<file path="config.mk">
export PLATFORM = sky130hd
export DESIGN_NAME = prog_load_arbiter
export DESIGN_NICKNAME = d
export VERILOG_FILES = /design/src/rtl/prog_load_arbiter.sv
export SDC_FILE = /design/constraint.sdc
export NUM_CORES = 1
export LEC_CHECK = 0
export CORE_ASPECT_RATIO = 0.7
export CORE_MARGIN = 3
export CORE_UTILIZATION = 35
export CTS_CLUSTER_SIZE = 25
export DETAILED_ROUTE_END_ITERATION = 8
export GPL_ROUTABILITY_DRIVEN = 1
export PLACE_DENSITY = 0.62
export SYNTH_ARGS = -nofsm -noshare
export SYNTH_HDL_FRONTEND = slang
export SYNTH_SLANG_ARGS = --single-unit
</file>
<file path="constraint.sdc">
create_clock -name clock -period 4.2 [get_ports clock]
set_clock_uncertainty 0.05 [all_clocks]
set_input_delay 0.84 -clock clock [delete_from_list [all_inputs] [get_ports clock]]
set_output_delay 0.84 -clock clock [all_outputs]
set_load 0.02 [all_outputs]
</file>
<file path="src/rtl/prog_load_arbiter.sv">
// Data-memory write-port arbiter: CPU path in IDLE, UART byte-stream program loader in LOAD.
// Optional byte checksum of the loaded stream is built when LOADER_CHECKSUM_EN is defined.
module prog_load_arbiter #(
    parameter int ADDR_W  = 14,
    parameter int DEPTH   = 16384,
    parameter int TIMEOUT = 100000
) (
    input  logic              clock,
    input  logic              rst,
    input  logic              start_pg,
    input  logic              rx_valid,
    input  logic [7:0]        rx_byte,
    input  logic              cpu_mem_write,
    input  logic [ADDR_W-1:0] cpu_addr,
    input  logic [31:0]       cpu_wdata,
    output logic              mem_write,
    output logic [ADDR_W-1:0] mem_addr,
    output logic [31:0]       mem_wdata,
    output logic              cpu_hold,
    output logic              busy,
    output logic              load_done,
    output logic [ADDR_W:0]   word_count,
    output logic [7:0]        checksum,
    output logic [1:0]        state_dbg
);

    localparam int TW = $clog2(TIMEOUT + 1);

    typedef enum logic [1:0] {
        ST_IDLE = 2'd0,
        ST_LOAD = 2'd1,
        ST_DONE = 2'd2
    } state_t;

    state_t              state_q, state_d;
    logic [1:0]          byte_idx_q, byte_idx_d;
    logic [23:0]         asm_q, asm_d;
    logic [TW-1:0]       timer_q, timer_d;
    logic                timer_run_q, timer_run_d;
    logic                wr_pend_q, wr_pend_d;
    logic [ADDR_W-1:0]   addr_q, addr_d;
    logic [31:0]         wdata_q, wdata_d;
    logic [ADDR_W:0]     word_count_q, word_count_d;
    logic                last_write;
    logic                byte_ok;

    // The write that fills the memory also blocks any byte arriving with it.
    assign last_write = wr_pend_q && ((word_count_q + (ADDR_W+1)'(1)) == (ADDR_W+1)'(DEPTH));
    assign byte_ok    = rx_valid && !last_write;

    always_comb begin
        state_d      = state_q;
        byte_idx_d   = byte_idx_q;
        asm_d        = asm_q;
        timer_d      = timer_q;
        timer_run_d  = timer_run_q;
        wr_pend_d    = 1'b0;
        addr_d       = addr_q;
        wdata_d      = wdata_q;
        word_count_d = word_count_q;
        case (state_q)
            ST_IDLE: begin
                if (start_pg) begin
                    state_d      = ST_LOAD;
                    word_count_d = '0;
                    byte_idx_d   = '0;
                    asm_d        = '0;
                    timer_d      = '0;
                    timer_run_d  = 1'b0;
                end
            end
            ST_LOAD: begin
                if (wr_pend_q) begin
                    word_count_d = word_count_q + (ADDR_W+1)'(1);
                    if (last_write) state_d = ST_DONE;
                end
                if (byte_ok) begin
                    asm_d       = {asm_q[15:0], rx_byte};
                    byte_idx_d  = byte_idx_q + 2'd1;
                    timer_d     = '0;
                    timer_run_d = 1'b1;
                    if (byte_idx_q == 2'd3) begin
                        wr_pend_d = 1'b1;
                        addr_d    = word_count_q[ADDR_W-1:0];
                        wdata_d   = {asm_q, rx_byte};
                    end
                end else if (timer_run_q && !last_write) begin
                    // A byte on the expiry cycle takes the branch above and keeps the load alive.
                    if (timer_q == TW'(TIMEOUT)) state_d = ST_DONE;
                    else                         timer_d = timer_q + TW'(1);
                end
            end
            ST_DONE: state_d = ST_IDLE;
            default: state_d = ST_IDLE;
        endcase
    end

    always_ff @(posedge clock or posedge rst) begin
        if (rst) begin
            state_q      <= ST_IDLE;
            byte_idx_q   <= '0;
            asm_q        <= '0;
            timer_q      <= '0;
            timer_run_q  <= 1'b0;
            wr_pend_q    <= 1'b0;
            addr_q       <= '0;
            wdata_q      <= '0;
            word_count_q <= '0;
        end else begin
            state_q      <= state_d;
            byte_idx_q   <= byte_idx_d;
            asm_q        <= asm_d;
            timer_q      <= timer_d;
            timer_run_q  <= timer_run_d;
            wr_pend_q    <= wr_pend_d;
            addr_q       <= addr_d;
            wdata_q      <= wdata_d;
            word_count_q <= word_count_d;
        end
    end

`ifdef LOADER_CHECKSUM_EN
    logic [7:0] checksum_q, checksum_d;

    always_comb begin
        checksum_d = checksum_q;
        if (state_q == ST_IDLE && start_pg)     checksum_d = '0;
        else if (state_q == ST_LOAD && byte_ok) checksum_d = checksum_q + rx_byte;
    end

    always_ff @(posedge clock or posedge rst) begin
        if (rst) checksum_q <= '0;
        else     checksum_q <= checksum_d;
    end

    assign checksum = checksum_q;
`else
    assign checksum = '0;
`endif

    // Outside IDLE the CPU is cut off; address/data hold the last loader word.
    assign mem_write  = (state_q == ST_IDLE) ? cpu_mem_write : ((state_q == ST_LOAD) && wr_pend_q);
    assign mem_addr   = (state_q == ST_IDLE) ? cpu_addr  : addr_q;
    assign mem_wdata  = (state_q == ST_IDLE) ? cpu_wdata : wdata_q;
    assign cpu_hold   = (state_q != ST_IDLE);
    assign busy       = (state_q == ST_LOAD);
    assign load_done  = (state_q == ST_DONE);
    assign word_count = word_count_q;
    assign state_dbg  = state_q;

endmodule

</file>
==> results of run 1 <==
[critical path, cell delays in order (launching register included)]
cell     delay (ns)
dfrtp_1        0.50
ha_1           0.34
nand4_1        0.27
nor3_1         0.39
nor3b_1        0.09
a31o_2         0.25
nand4_4        0.16
nand4_4        0.54
buf_4          0.47
nand2_1        0.10
o21ai_0        0.09
[cells in the final DEF, fill, tap and decap left out, types with 6 or more instances in the layout]
cell type | Yosys | layout
a21oi_1 | 20 | 20
nand4_1 | 10 | 10
nand3_1 | 37 | 37
nor2_1 | 16 | 15
inv_1 | 33 | 32
conb_1 | 1 | 8
nor3_1 | 7 | 7
clkbuf_16 | 0 | 9
o21ai_1 | 20 | 20
dfrtp_1 | 108 | 108
or3_1 | 12 | 12
o21ai_0 | 60 | 60
clkdlybuf4s50_1 | 0 | 125
nand2_1 | 57 | 57
mux2_2 | 68 | 68
and2_1 | 6 | 6
and3_1 | 8 | 8
[registers in the layout, indices dropped and copies added, names as in the netlist]
signal       count
asm_q           24
word_count      15
wr_pend_q        1
wdata_q         32
addr_q          14
state_dbg        2
byte_idx_q       2
timer_q         17
timer_run_q      1
[metrics by stage]
step	utilization (%)	setup WS, ns	power (µW)	cell area, µm²
final	46.87	0.8043	3779	7310
after global routing	46.87	0.4994	4002	7310
after CTS	46.87	0.7984	3824	7310
after detailed placement	44.99	0.8149	2970	7017
after global placement	44.99	1.026	2933	7017
after floorplan	-	0.4644	2329	5653
[how the worst max path moves through the flow]
stage	slack, ns	startpoint	endpoint
after global placement	1.03	word_count[0]	wdata_q[13]
after global routing	0.50	word_count[0]	wdata_q[20]
after floorplan	0.46	rst	addr_q[0]
after CTS	0.80	word_count[0]	wdata_q[20]
after detailed placement	0.81	word_count[0]	wdata_q[4]
final	0.80	word_count[0]	wdata_q[20]
[layer usage]
| metal | global-route usage, % | wire [µm] | vias to the layer above |
|---|---|---|---|
| li1 | - | - | 2205 |
| met1 | 23.71 | 6996 | 2161 |
| met2 | 24.09 | 6025 | 134 |
| met3 | 4.355 | 770 | 7 |
| met4 | 2.370 | 85 | 0 |
| met5 | 0 | 0 | - |
[cell type report]
class	count	area share, %
timing repair buffer	131	18.08
clock buffer	10	3.269
multi-input combinational	391	35.74
tap	200	3.423
clock inverter	6	0.7360
sequential	108	36.97
inverter	34	1.780
[power breakdown]
| part | leakage (µW) | internal, µW | switching (µW) |
|---|---|---|---|
| Clock | 0.000147 | 432 | 412 |
| Sequential | 0.00142 | 1300 | 215 |
| Combinational | 0.00161 | 726 | 692 |
| Total | 0.00317 | 2460 | 1320 |
[logic make-up after synthesis]
family,after synthesis,share of synthesized area (%)
simple gates,181,17.46
compound gates,120,11.99
flops,108,48.03
buf+inv,74,6.137
mux,70,13.99
xor+xnor,7,1.223
fa+ha+maj,5,1.112
other cells,1,0.06665
==> metrics.txt, run 1 <==
# TYPE chip_impl_metric gauge
chip_impl_metric{name="detailroute.via_count",unit=""} 4507
chip_impl_metric{name="grt_max_degree",unit=""} 64
chip_impl_metric{name="placement.io_buffers",unit=""} 125
chip_impl_metric{name="timing.final.max_slew_violations",unit=""} 0
chip_impl_info{name="regToRegEndpoint",value="wdata_q[20]"} 1
chip_impl_info{name="yosys_most_used_dff",value="dfrtp_1"} 1
chip_impl_metric{name="drt-vias-per-instance",unit=""} 5.122
chip_impl_metric{name="drive_above_1_share",unit="%"} 16.03
chip_impl_metric{name="cts-root-to-sink-buffers",unit=""} 2
chip_impl_metric{name="worst_setup_hold_path_clk_slew",unit="ns"} 0.08
chip_impl_info{name="yosys.area.top_type",value="dfrtp_1"} 1
chip_impl_metric{name="insertedDiodeCount",unit=""} 0
chip_impl_metric{name="groute.usage.overall",unit="%"} 15.99
chip_impl_metric{name="avgSynthCellArea",unit="µm²"} 9.941
chip_impl_metric{name="area_delta_synth_final",unit="%"} 29.91
chip_impl_metric{name="nets",unit=""} 739
chip_impl_metric{name="clk-insertion-delay-late",unit="ns"} 0.35
chip_impl_info{name="min-delay-path-class",value="register to register"} 1
chip_impl_metric{name="multi_input_gate_area",unit="µm²"} 2613
chip_impl_metric{name="totalWireLength",unit="µm"} 13880
chip_impl_metric{name="place_congestion",unit=""} 0.8234
chip_impl_metric{name="instance_count_after_placement_with_tap_cells_included",unit=""} 864
chip_impl_metric{name="register_area",unit="µm²"} 2703
chip_impl_metric{name="worstPathArrival",unit="ns"} 3.57
chip_impl_metric{name="cellLeakagePower",unit="µW"} 0.003174
chip_impl_metric{name="die_area",unit="µm²"} 17660
chip_impl_metric{name="tritoncts_buffers",unit=""} 9
chip_impl_info{name="regToRegStartpoint",value="word_count[0]"} 1
chip_impl_metric{name="grt_overflow",unit=""} 0
chip_impl_metric{name="n_fill_cell",unit=""} 1509
chip_impl_info{name="yosysMostFrequentCell",value="dfrtp_1"} 1
chip_impl_info{name="post_synth_main_area_contributors",value="dfrtp_1, mux2_2, o21ai_0"} 1
chip_impl_metric{name="synth_seq_area_share",unit="%"} 48.03
chip_impl_metric{name="core_region_area",unit="µm²"} 15600
chip_impl_metric{name="grt_first_pass_wirelength",unit="µm"} 22960
chip_impl_metric{name="power_density",unit="nW/µm²"} 517.0
chip_impl_metric{name="worstHoldPathCells",unit=""} 2
chip_impl_metric{name="synth_top_area_share",unit="%"} 48.03
chip_impl_metric{name="die_y",unit="µm"} 112.1
chip_impl_metric{name="instances_no_fill",unit=""} 880
chip_impl_info{name="tritoncts",value="built"} 1
chip_impl_metric{name="remaining_drc_errors",unit=""} 0
chip_impl_metric{name="max_slew.worst_pin.slew",unit="ns"} 0.9835
chip_impl_metric{name="whs",unit="ns"} 0.4360
chip_impl_metric{name="maxClockFrequency",unit="GHz"} 0.2945
chip_impl_info{name="path_class",value="register to register"} 1
chip_impl_metric{name="timing.final.crit_share",unit="%"} 80.85
chip_impl_metric{name="crit_fanout",unit=""} 38
chip_impl_info{name="critPathCaptureType",value="register"} 1
chip_impl_metric{name="finalSetupTns",unit="ns"} 0
chip_impl_metric{name="worst_slew_margin_rel",unit="%"} 34.19
chip_impl_metric{name="maxCapViolCount",unit=""} 0
chip_impl_metric{name="synth-seq-cells",unit=""} 108
chip_impl_info{name="root_buffer",value="clkbuf_16"} 1
chip_impl_metric{name="cp.required",unit="ns"} 4.37
chip_impl_metric{name="timing.final.hold_violations",unit=""} 0
chip_impl_metric{name="final_period_minus_worst_setup_slack",unit="ns"} 3.396
chip_impl_info{name="status",value="completed"} 1
chip_impl_metric{name="post_cts_resize_count",unit=""} 0
chip_impl_metric{name="grt_pass1_vias",unit=""} 4559
chip_impl_metric{name="cts_num_sinks",unit=""} 108
chip_impl_metric{name="power.ir.vdd_worst",unit="µV"} 282.6
chip_impl_metric{name="floorplan.initialDensity",unit="%"} 36.08
chip_impl_metric{name="antenna_left",unit=""} 0
chip_impl_metric{name="cts_hold_buffers",unit=""} 0
chip_impl_metric{name="setup_viol_count_final",unit=""} 0
chip_impl_metric{name="grt_antenna_before_repair",unit=""} 0
chip_impl_metric{name="ff2ff_path_depth",unit=""} 10
chip_impl_info{name="synth_commonest_cells",value="dfrtp_1, mux2_2, o21ai_0, nand2_1, nand3_1"} 1
chip_impl_metric{name="io-pin-count",unit=""} 134
chip_impl_info{name="unrepaired_setup_endpoints_after_global_routing",value="false"} 1
chip_impl_metric{name="yosys_warnings",unit=""} 0
chip_impl_metric{name="dr.pass1.iters",unit=""} 6
chip_impl_metric{name="die_width",unit="µm"} 157.5
chip_impl_metric{name="routed_wire_length_per_instance",unit="µm"} 15.77
chip_impl_metric{name="dr.first_iter.drc_count",unit=""} 278
chip_impl_info{name="hold_path_end",value="addr_q[8]"} 1
chip_impl_info{name="timing.hold.worst.start",value="addr_q[8]"} 1
chip_impl_metric{name="asyncSetResetFlopFracSynth",unit="%"} 100.0
chip_impl_metric{name="synth_edf_count",unit=""} 0
chip_impl_metric{name="placementRows",unit=""} 38
chip_impl_metric{name="cts.htree.levels",unit=""} 3
chip_impl_metric{name="synthesis.area",unit="µm²"} 5627
chip_impl_info{name="setup.worst_path.start_class",value="register"} 1
chip_impl_metric{name="synth_cells",unit=""} 566
chip_impl_metric{name="dp_hpwl",unit="µm"} 10010
chip_impl_metric{name="netlist-cell-type-count",unit=""} 58
chip_impl_metric{name="worst-r2r-setup-slack",unit="ns"} 0.80
chip_impl_metric{name="post_cts_buffers",unit=""} 0
(Power assumes the default switching activity.)
==> inputs of run 2 (changes only) <==
--- a/config.mk
+++ b/config.mk
@@ -11,7 +11,7 @@
 export CTS_CLUSTER_SIZE = 25
 export DETAILED_ROUTE_END_ITERATION = 8
 export GPL_ROUTABILITY_DRIVEN = 1
-export PLACE_DENSITY = 0.62
+export PLACE_DENSITY = 0.64
 export SYNTH_ARGS = -nofsm -noshare
 export SYNTH_HDL_FRONTEND = slang
 export SYNTH_SLANG_ARGS = --single-unit
==> constraint.sdc (replaced) <==
create_clock -name clock -period 3.05 [get_ports clock]
set_clock_uncertainty 0.05 [all_clocks]
set_input_delay 0.61 -clock clock [delete_from_list [all_inputs] [get_ports clock]]
set_output_delay 0.61 -clock clock [all_outputs]
set_load 0.02 [all_outputs]
==> metrics.txt, run 2 (synthesized netlist as in run 1, its figures left out) <==
# TYPE chip_impl_metric gauge
chip_impl_metric{name="die_area",unit="µm²"} 17660
chip_impl_metric{name="drive_above_1_share",unit="%"} 18.60
chip_impl_metric{name="final_period_minus_worst_setup_slack",unit="ns"} 2.876
chip_impl_metric{name="power.net_switching",unit="µW"} 1794
chip_impl_info{name="status",value="completed"} 1
chip_impl_info{name="critPathTopFamily",value="buffers and inverters"} 1
chip_impl_metric{name="cts-root-to-sink-buffers",unit=""} 2
chip_impl_metric{name="met3_length",unit="µm"} 872
chip_impl_metric{name="maxClockFrequency",unit="GHz"} 0.3478
chip_impl_metric{name="detailroute.wirelength.met2",unit="µm"} 6154
chip_impl_info{name="min-delay-path-class",value="register to register"} 1
chip_impl_metric{name="place_congestion",unit=""} 0.8514
chip_impl_metric{name="totalWireLength",unit="µm"} 13990
chip_impl_metric{name="dr.first_iter.drc_count",unit=""} 259
chip_impl_metric{name="drt-vias-per-instance",unit=""} 5.117
chip_impl_metric{name="die_y",unit="µm"} 112.1
chip_impl_metric{name="power.ir.vdd_worst",unit="µV"} 345.2
chip_impl_metric{name="worst_setup_hold_path_clk_slew",unit="ns"} 0.07
chip_impl_metric{name="placementRows",unit=""} 38
chip_impl_metric{name="cellLeakagePower",unit="µW"} 0.003260
chip_impl_info{name="cp_cell_sequence",value="nor2_4 -> buf_12 -> mux2_2 -> clkdlybuf4s50_1"} 1
chip_impl_info{name="reg.largest.list",value="wdata_q: 32 flops, asm_q: 24 flops, timer_q: 17 flops"} 1
chip_impl_metric{name="cts_hold_buffers",unit=""} 0
chip_impl_metric{name="grt_first_pass_wirelength",unit="µm"} 23070
chip_impl_metric{name="worstPathArrival",unit="ns"} 2.22
chip_impl_metric{name="groute.usage.overall",unit="%"} 16.24
chip_impl_metric{name="remaining_drc_errors",unit=""} 0
chip_impl_metric{name="dr.pass1.iters",unit=""} 5
chip_impl_info{name="critPathCaptureType",value="output pin"} 1
chip_impl_info{name="timing.critical_path.slowest_stage_cell",value="clkdlybuf4s50_1"} 1
chip_impl_info{name="layout.cells.most_common",value="clkdlybuf4s50_1"} 1
chip_impl_metric{name="timing.final.max_slew_violations",unit=""} 0
chip_impl_metric{name="swShare",unit="%"} 34.34
chip_impl_info{name="top_signal_layer_used",value="met4"} 1
chip_impl_info{name="unrepaired_setup_endpoints_after_global_routing",value="false"} 1
chip_impl_metric{name="insertedDiodeCount",unit=""} 0
chip_impl_info{name="top_register",value="wdata_q"} 1
chip_impl_metric{name="grt_pass1_vias",unit=""} 4491
chip_impl_metric{name="clk-insertion-delay-late",unit="ns"} 0.35
chip_impl_metric{name="dp_hpwl",unit="µm"} 10250
chip_impl_metric{name="worst_slew_margin_rel",unit="%"} 61.03
chip_impl_metric{name="crit_fanout",unit=""} 43
chip_impl_metric{name="cts.htree.levels",unit=""} 3
chip_impl_metric{name="routed_wire_length_per_instance",unit="µm"} 15.57
chip_impl_metric{name="finalSetupTns",unit="ns"} 0
chip_impl_metric{name="setup_viol_count_final",unit=""} 0
chip_impl_metric{name="floorplan.initialDensity",unit="%"} 36.08
chip_impl_metric{name="antenna_left",unit=""} 0
chip_impl_metric{name="timing.final.crit_share",unit="%"} 94.28
chip_impl_metric{name="internal_power",unit="µW"} 3431
chip_impl_metric{name="worst-r2r-setup-slack",unit="ns"} 0.19
chip_impl_metric{name="die_width",unit="µm"} 157.5
chip_impl_metric{name="comb_power_share",unit="%"} 39.2
chip_impl_metric{name="detailroute.via_count",unit=""} 4600
chip_impl_metric{name="core_region_area",unit="µm²"} 15600
chip_impl_info{name="root_buffer",value="clkbuf_16"} 1
chip_impl_metric{name="tritoncts_buffers",unit=""} 9
chip_impl_metric{name="clockPowerShare",unit="%"} 21.6
chip_impl_metric{name="io-pin-count",unit=""} 134
chip_impl_info{name="path_class",value="register to output pin"} 1
chip_impl_info{name="setup.worst_path.start_class",value="register"} 1
chip_impl_metric{name="worstPathBufferInverterCount",unit=""} 2
chip_impl_info{name="tritoncts",value="built"} 1
chip_impl_metric{name="timing.final.hold_violations",unit=""} 0
chip_impl_metric{name="seq_power_share",unit="%"} 39.2
chip_impl_metric{name="cts_num_sinks",unit=""} 108
chip_impl_metric{name="nets",unit=""} 758
chip_impl_metric{name="grt_antenna_before_repair",unit=""} 0
chip_impl_metric{name="placement.io_buffers",unit=""} 125
chip_impl_metric{name="grt_overflow",unit=""} 0
chip_impl_metric{name="max_slew.worst_pin.slew",unit="ns"} 0.5835
chip_impl_metric{name="maxCapViolCount",unit=""} 0
chip_impl_metric{name="flip_flop_count_of_the_largest_register_all_copies_and_words_added",unit=""} 32
chip_impl_metric{name="cp.required",unit="ns"} 2.39
chip_impl_info{name="final_cell_mix",value="clkdlybuf4s50_1, dfrtp_1, mux2_2"} 1
chip_impl_metric{name="grt_max_degree",unit=""} 109
chip_impl_metric{name="worst_path_largest_cell_delay",unit="ns"} 0.56
chip_impl_metric{name="power_density",unit="nW/µm²"} 699.1
chip_impl_metric{name="area_delta_synth_final",unit="%"} 32.82
chip_impl_metric{name="routedLengthMet1",unit="µm"} 6872
chip_impl_metric{name="whs",unit="ns"} 0.4321
-- run 2: worst paths after layout --
kind / startpoint / endpoint / cells after the start
worst max-delay path: state_dbg[1] / mem_wdata[19] / 4
worst min-delay path: byte_idx_q[1] / byte_idx_q[1] / 2
worst max register to register: word_count[6] / timer_q[14] / 10
worst min register to register: byte_idx_q[1] / byte_idx_q[1] / 2
max in group asynchronous: rst / word_count[4] / 3
min in group asynchronous: rst / wdata_q[2] / 3
-- run 2: worst min-delay path, stage by stage (launching register included) --
cell	delay (ns)
dfrtp_1	0.35
nand2_1	0.05
nand2_1	0.05
-- run 2: per-stage QoR --
stage / cell area [µm²] / setup WS, ns / instances / utilization [%] / total power [µW]
final: 7473 / 0.1744 / 899 / 47.92 / 5225
after global routing: 7473 / 0.02847 / 899 / 47.92 / 5545
after CTS: 7455 / 0.003894 / 898 / 47.80 / 5288
after detailed placement: 7166 / 0.1876 / 882 / 45.95 / 4135
after global placement: 7166 / 0.2490 / 882 / 45.95 / 4086
after floorplan: 5657 / 0.3399 / 573 / - / 3208
-- run 2: what timing repair did --
item,CTS,global route
gates resized for setup,0,4
buffers inserted,0,1
setup endpoints to repair,0,45
-- run 2: cell type report --
class | count | area (µm²)
fillers | 1455 | 8122
flip-flops and latches | 108 | 2704
multi-input cells | 391 | 2615
repair buffers | 150 | 1480
well taps | 200 | 250.2
clock buffers | 11 | 242.7
inverters | 34 | 135.1
clock inverters | 5 | 46.29
-- run 2: per-layer routing --
layer | GRT usage (%) | vias to the layer above
met5 | 0 | -
met4 | 3.757 | 0
met3 | 4.239 | 10
met2 | 23.40 | 145
met1 | 24.53 | 2206
li1 | - | 2239
-- run 2: power by group through the flow --
stage	clock network, µW	logic (µW)	registers (µW)
final	1130	2050	2050
after floorplan	0	1190	2020
after global placement	0	2020	2070
after detailed placement	0	2060	2070
after CTS	1160	2070	2050
after global routing	1220	2220	2100
==> inputs of run 3 (changes only) <==
--- a/config.mk
+++ b/config.mk
@@ -7,11 +7,12 @@
 export LEC_CHECK = 0
 export CORE_ASPECT_RATIO = 0.7
 export CORE_MARGIN = 3
-export CORE_UTILIZATION = 35
+export CORE_UTILIZATION = 45
+export CTS_CLUSTER_DIAMETER = 40
 export CTS_CLUSTER_SIZE = 25
 export DETAILED_ROUTE_END_ITERATION = 8
 export GPL_ROUTABILITY_DRIVEN = 1
-export PLACE_DENSITY = 0.64
+export PLACE_DENSITY = 0.78
 export SYNTH_ARGS = -nofsm -noshare
 export SYNTH_HDL_FRONTEND = slang
 export SYNTH_SLANG_ARGS = --single-unit
==> metrics.txt, run 3 (synthesized netlist as in run 1, its figures left out) <==
# TYPE chip_impl_metric gauge
chip_impl_metric{name="antenna_left",unit=""} 0
chip_impl_metric{name="cts.htree.levels",unit=""} 3
chip_impl_info{name="root_buffer",value="clkbuf_16"} 1
chip_impl_info{name="top_register",value="wdata_q"} 1
chip_impl_metric{name="cp.required",unit="ns"} 2.39
chip_impl_metric{name="worst_setup_hold_path_clk_slew",unit="ns"} 0.08
chip_impl_info{name="setup.worst_path.start_class",value="register"} 1
chip_impl_metric{name="nets",unit=""} 762
chip_impl_metric{name="placement.setup.worst_slack",unit="ns"} 0.08068
chip_impl_metric{name="final_period_minus_worst_setup_slack",unit="ns"} 2.905
chip_impl_metric{name="placementRows",unit=""} 33
chip_impl_metric{name="internal_power",unit="µW"} 3443
chip_impl_metric{name="io-pin-count",unit=""} 134
chip_impl_metric{name="remaining_drc_errors",unit=""} 0
chip_impl_metric{name="timing.final.max_slew_violations",unit=""} 0
chip_impl_info{name="final_cell_mix",value="clkdlybuf4s50_1, dfrtp_1, mux2_2"} 1
chip_impl_metric{name="finalWorstSetupSlack",unit="ns"} 0.1453
chip_impl_metric{name="grt_util_met3",unit="%"} 4.853
chip_impl_metric{name="worstPathArrival",unit="ns"} 2.24
chip_impl_info{name="path_class",value="register to output pin"} 1
chip_impl_metric{name="die_width",unit="µm"} 139.7
chip_impl_metric{name="groute.layer.met1.usage",unit="%"} 29.17
chip_impl_metric{name="global_route.usage.met2",unit="%"} 32.59
chip_impl_metric{name="fin_total_pwr",unit="µW"} 5273
chip_impl_metric{name="timing.final.crit_share",unit="%"} 95.23
chip_impl_metric{name="die_y",unit="µm"} 99.56
chip_impl_metric{name="swShare",unit="%"} 34.71
chip_impl_metric{name="dr.pass1.iters",unit=""} 5
chip_impl_metric{name="die_area",unit="µm²"} 13900
chip_impl_metric{name="clockPowerShare",unit="%"} 21.7
chip_impl_metric{name="cts_num_sinks",unit=""} 108
chip_impl_metric{name="crit_fanout",unit=""} 18
chip_impl_metric{name="clk-insertion-delay-late",unit="ns"} 0.35
chip_impl_metric{name="cellLeakagePower",unit="µW"} 0.003278
chip_impl_metric{name="placement.io_buffers",unit=""} 125
chip_impl_metric{name="drive_above_1_share",unit="%"} 18.78
chip_impl_metric{name="whs",unit="ns"} 0.4327
chip_impl_metric{name="place_congestion",unit=""} 0.9304
chip_impl_metric{name="comb_power_share",unit="%"} 39.3
chip_impl_metric{name="area_delta_synth_final",unit="%"} 32.53
chip_impl_info{name="layout.cells.most_common",value="clkdlybuf4s50_1"} 1
chip_impl_metric{name="worst_slew_margin_rel",unit="%"} 55.01
chip_impl_metric{name="dp_hpwl",unit="µm"} 10270
chip_impl_info{name="min-delay-path-class",value="register to register"} 1
chip_impl_metric{name="maxCapViolCount",unit=""} 0
chip_impl_info{name="critPathCaptureType",value="output pin"} 1
chip_impl_metric{name="grt_max_degree",unit=""} 78
chip_impl_metric{name="grt_pass1_vias",unit=""} 4715
chip_impl_metric{name="max_slew.worst_pin.slew",unit="ns"} 0.6732
chip_impl_info{name="gr_busiest_metal",value="met2"} 1
chip_impl_metric{name="finalSetupTns",unit="ns"} 0
chip_impl_metric{name="power_density",unit="nW/µm²"} 707.1
chip_impl_metric{name="grt_overflow",unit=""} 0
chip_impl_metric{name="dr.first_iter.drc_count",unit=""} 437
chip_impl_metric{name="routed_wire_length_per_instance",unit="µm"} 17.07
chip_impl_info{name="reg.largest.list",value="wdata_q: 32 flops, asm_q: 24 flops, timer_q: 17 flops"} 1
chip_impl_metric{name="grt_antenna_before_repair",unit=""} 0
chip_impl_metric{name="placedInstanceArea",unit="µm²"} 7127
chip_impl_info{name="status",value="completed"} 1
chip_impl_metric{name="final_cell_area",unit="µm²"} 7457
chip_impl_metric{name="totalWireLength",unit="µm"} 14680
chip_impl_metric{name="floorplan.initialDensity",unit="%"} 46.99
chip_impl_metric{name="timing.final.hold_violations",unit=""} 0
chip_impl_metric{name="power.ir.vdd_worst",unit="µV"} 464.5
chip_impl_metric{name="grt_first_pass_wirelength",unit="µm"} 23490
chip_impl_metric{name="maxClockFrequency",unit="GHz"} 0.3443
chip_impl_info{name="unrepaired_setup_endpoints_after_global_routing",value="false"} 1
chip_impl_metric{name="insertedDiodeCount",unit=""} 0
chip_impl_metric{name="tritoncts_buffers",unit=""} 9
chip_impl_metric{name="core_region_area",unit="µm²"} 11970
chip_impl_metric{name="flip_flop_count_of_the_largest_register_all_copies_and_words_added",unit=""} 32
chip_impl_info{name="tritoncts",value="built"} 1
chip_impl_metric{name="cts-root-to-sink-buffers",unit=""} 2
chip_impl_metric{name="groute.usage.overall",unit="%"} 20.63
chip_impl_metric{name="drt-vias-per-instance",unit=""} 5.567
chip_impl_metric{name="seq_power_share",unit="%"} 39.0
chip_impl_metric{name="setup_viol_count_final",unit=""} 0
chip_impl_metric{name="detailroute.via_count",unit=""} 4788
chip_impl_metric{name="power.net_switching",unit="µW"} 1830
-- run 3: cell count changes in the layout (fill, tap and decap cells not counted), sizes merged --
cell      before  now
nand4         12   13
clkinvlp       3    2
a21oi         22   23
buf           25   27
inv           33   36
clkinv         3    1
-- run 3: per-stage QoR --
step | instances | utilization, %
after floorplan | 573 | -
after detailed placement | 841 | 59.52
after global routing | 860 | 62.28
after global placement | 841 | 59.52
final | 860 | 62.28
after CTS | 858 | 62.03
-- run 3: routing by layer --
layer	part of all wire (%)	up-vias	wire length (µm)
met2	46	213	6749
li1	-	2246	-
met5	0	-	0
met1	46	2313	6814
met4	1.0	0	151
met3	6.5	16	960
-- run 3: path summary, 6_finish.rpt --
path / startpoint / end / slack (ns) / cells after the start
max in group asynchronous: rst / word_count[2] / 1.91 / 3
max: state_dbg[1] / mem_wdata[14] / 0.15 / 4
max reg2reg: word_count[5] / addr_q[4] / 0.20 / 7
min in group asynchronous: rst / wdata_q[3] / 0.66 / 3
min: wdata_q[17] / wdata_q[17] / 0.43 / 2
min reg2reg: wdata_q[17] / wdata_q[17] / 0.43 / 2
-- run 3: power by group through the flow --
stage | combinational (µW) | sequential, µW | clock, µW
after floorplan | 1190 | 2020 | 0
after global placement | 2000 | 2060 | 0
after detailed placement | 2060 | 2070 | 0
after CTS | 2070 | 2050 | 1170
after global routing | 2240 | 2100 | 1230
final | 2070 | 2050 | 1150
-- run 3: layout make-up --
| type | instances | area, µm² |
|---|---|---|
| fillers | 957 | 4517 |
| flip-flops and latches | 108 | 2704 |
| multi-input cells | 393 | 2641 |
| repair buffers | 152 | 1491 |
| clock buffers | 11 | 242.7 |
| well taps | 157 | 196.4 |
| inverters | 34 | 131.4 |
| clock inverters | 5 | 50.05 |
-- run 3: critical path, cell delays in order (launching register included) --
cell	delay [ns]
dfrtp_1	0.46
nor2_4	0.22
buf_4	0.29
mux2_2	0.37
clkdlybuf4s50_1	0.55
-- run 3: repair_timing --
action                                  in CTS  in global routing
hold buffers                                 0                  0
resized for setup                            0                  2
pin swaps                                    1                  2
buffers inserted                             1                  0
hold endpoints to repair                     0                  0
endpoints found under the setup margin       3                 49
gates cloned                                 0                  2
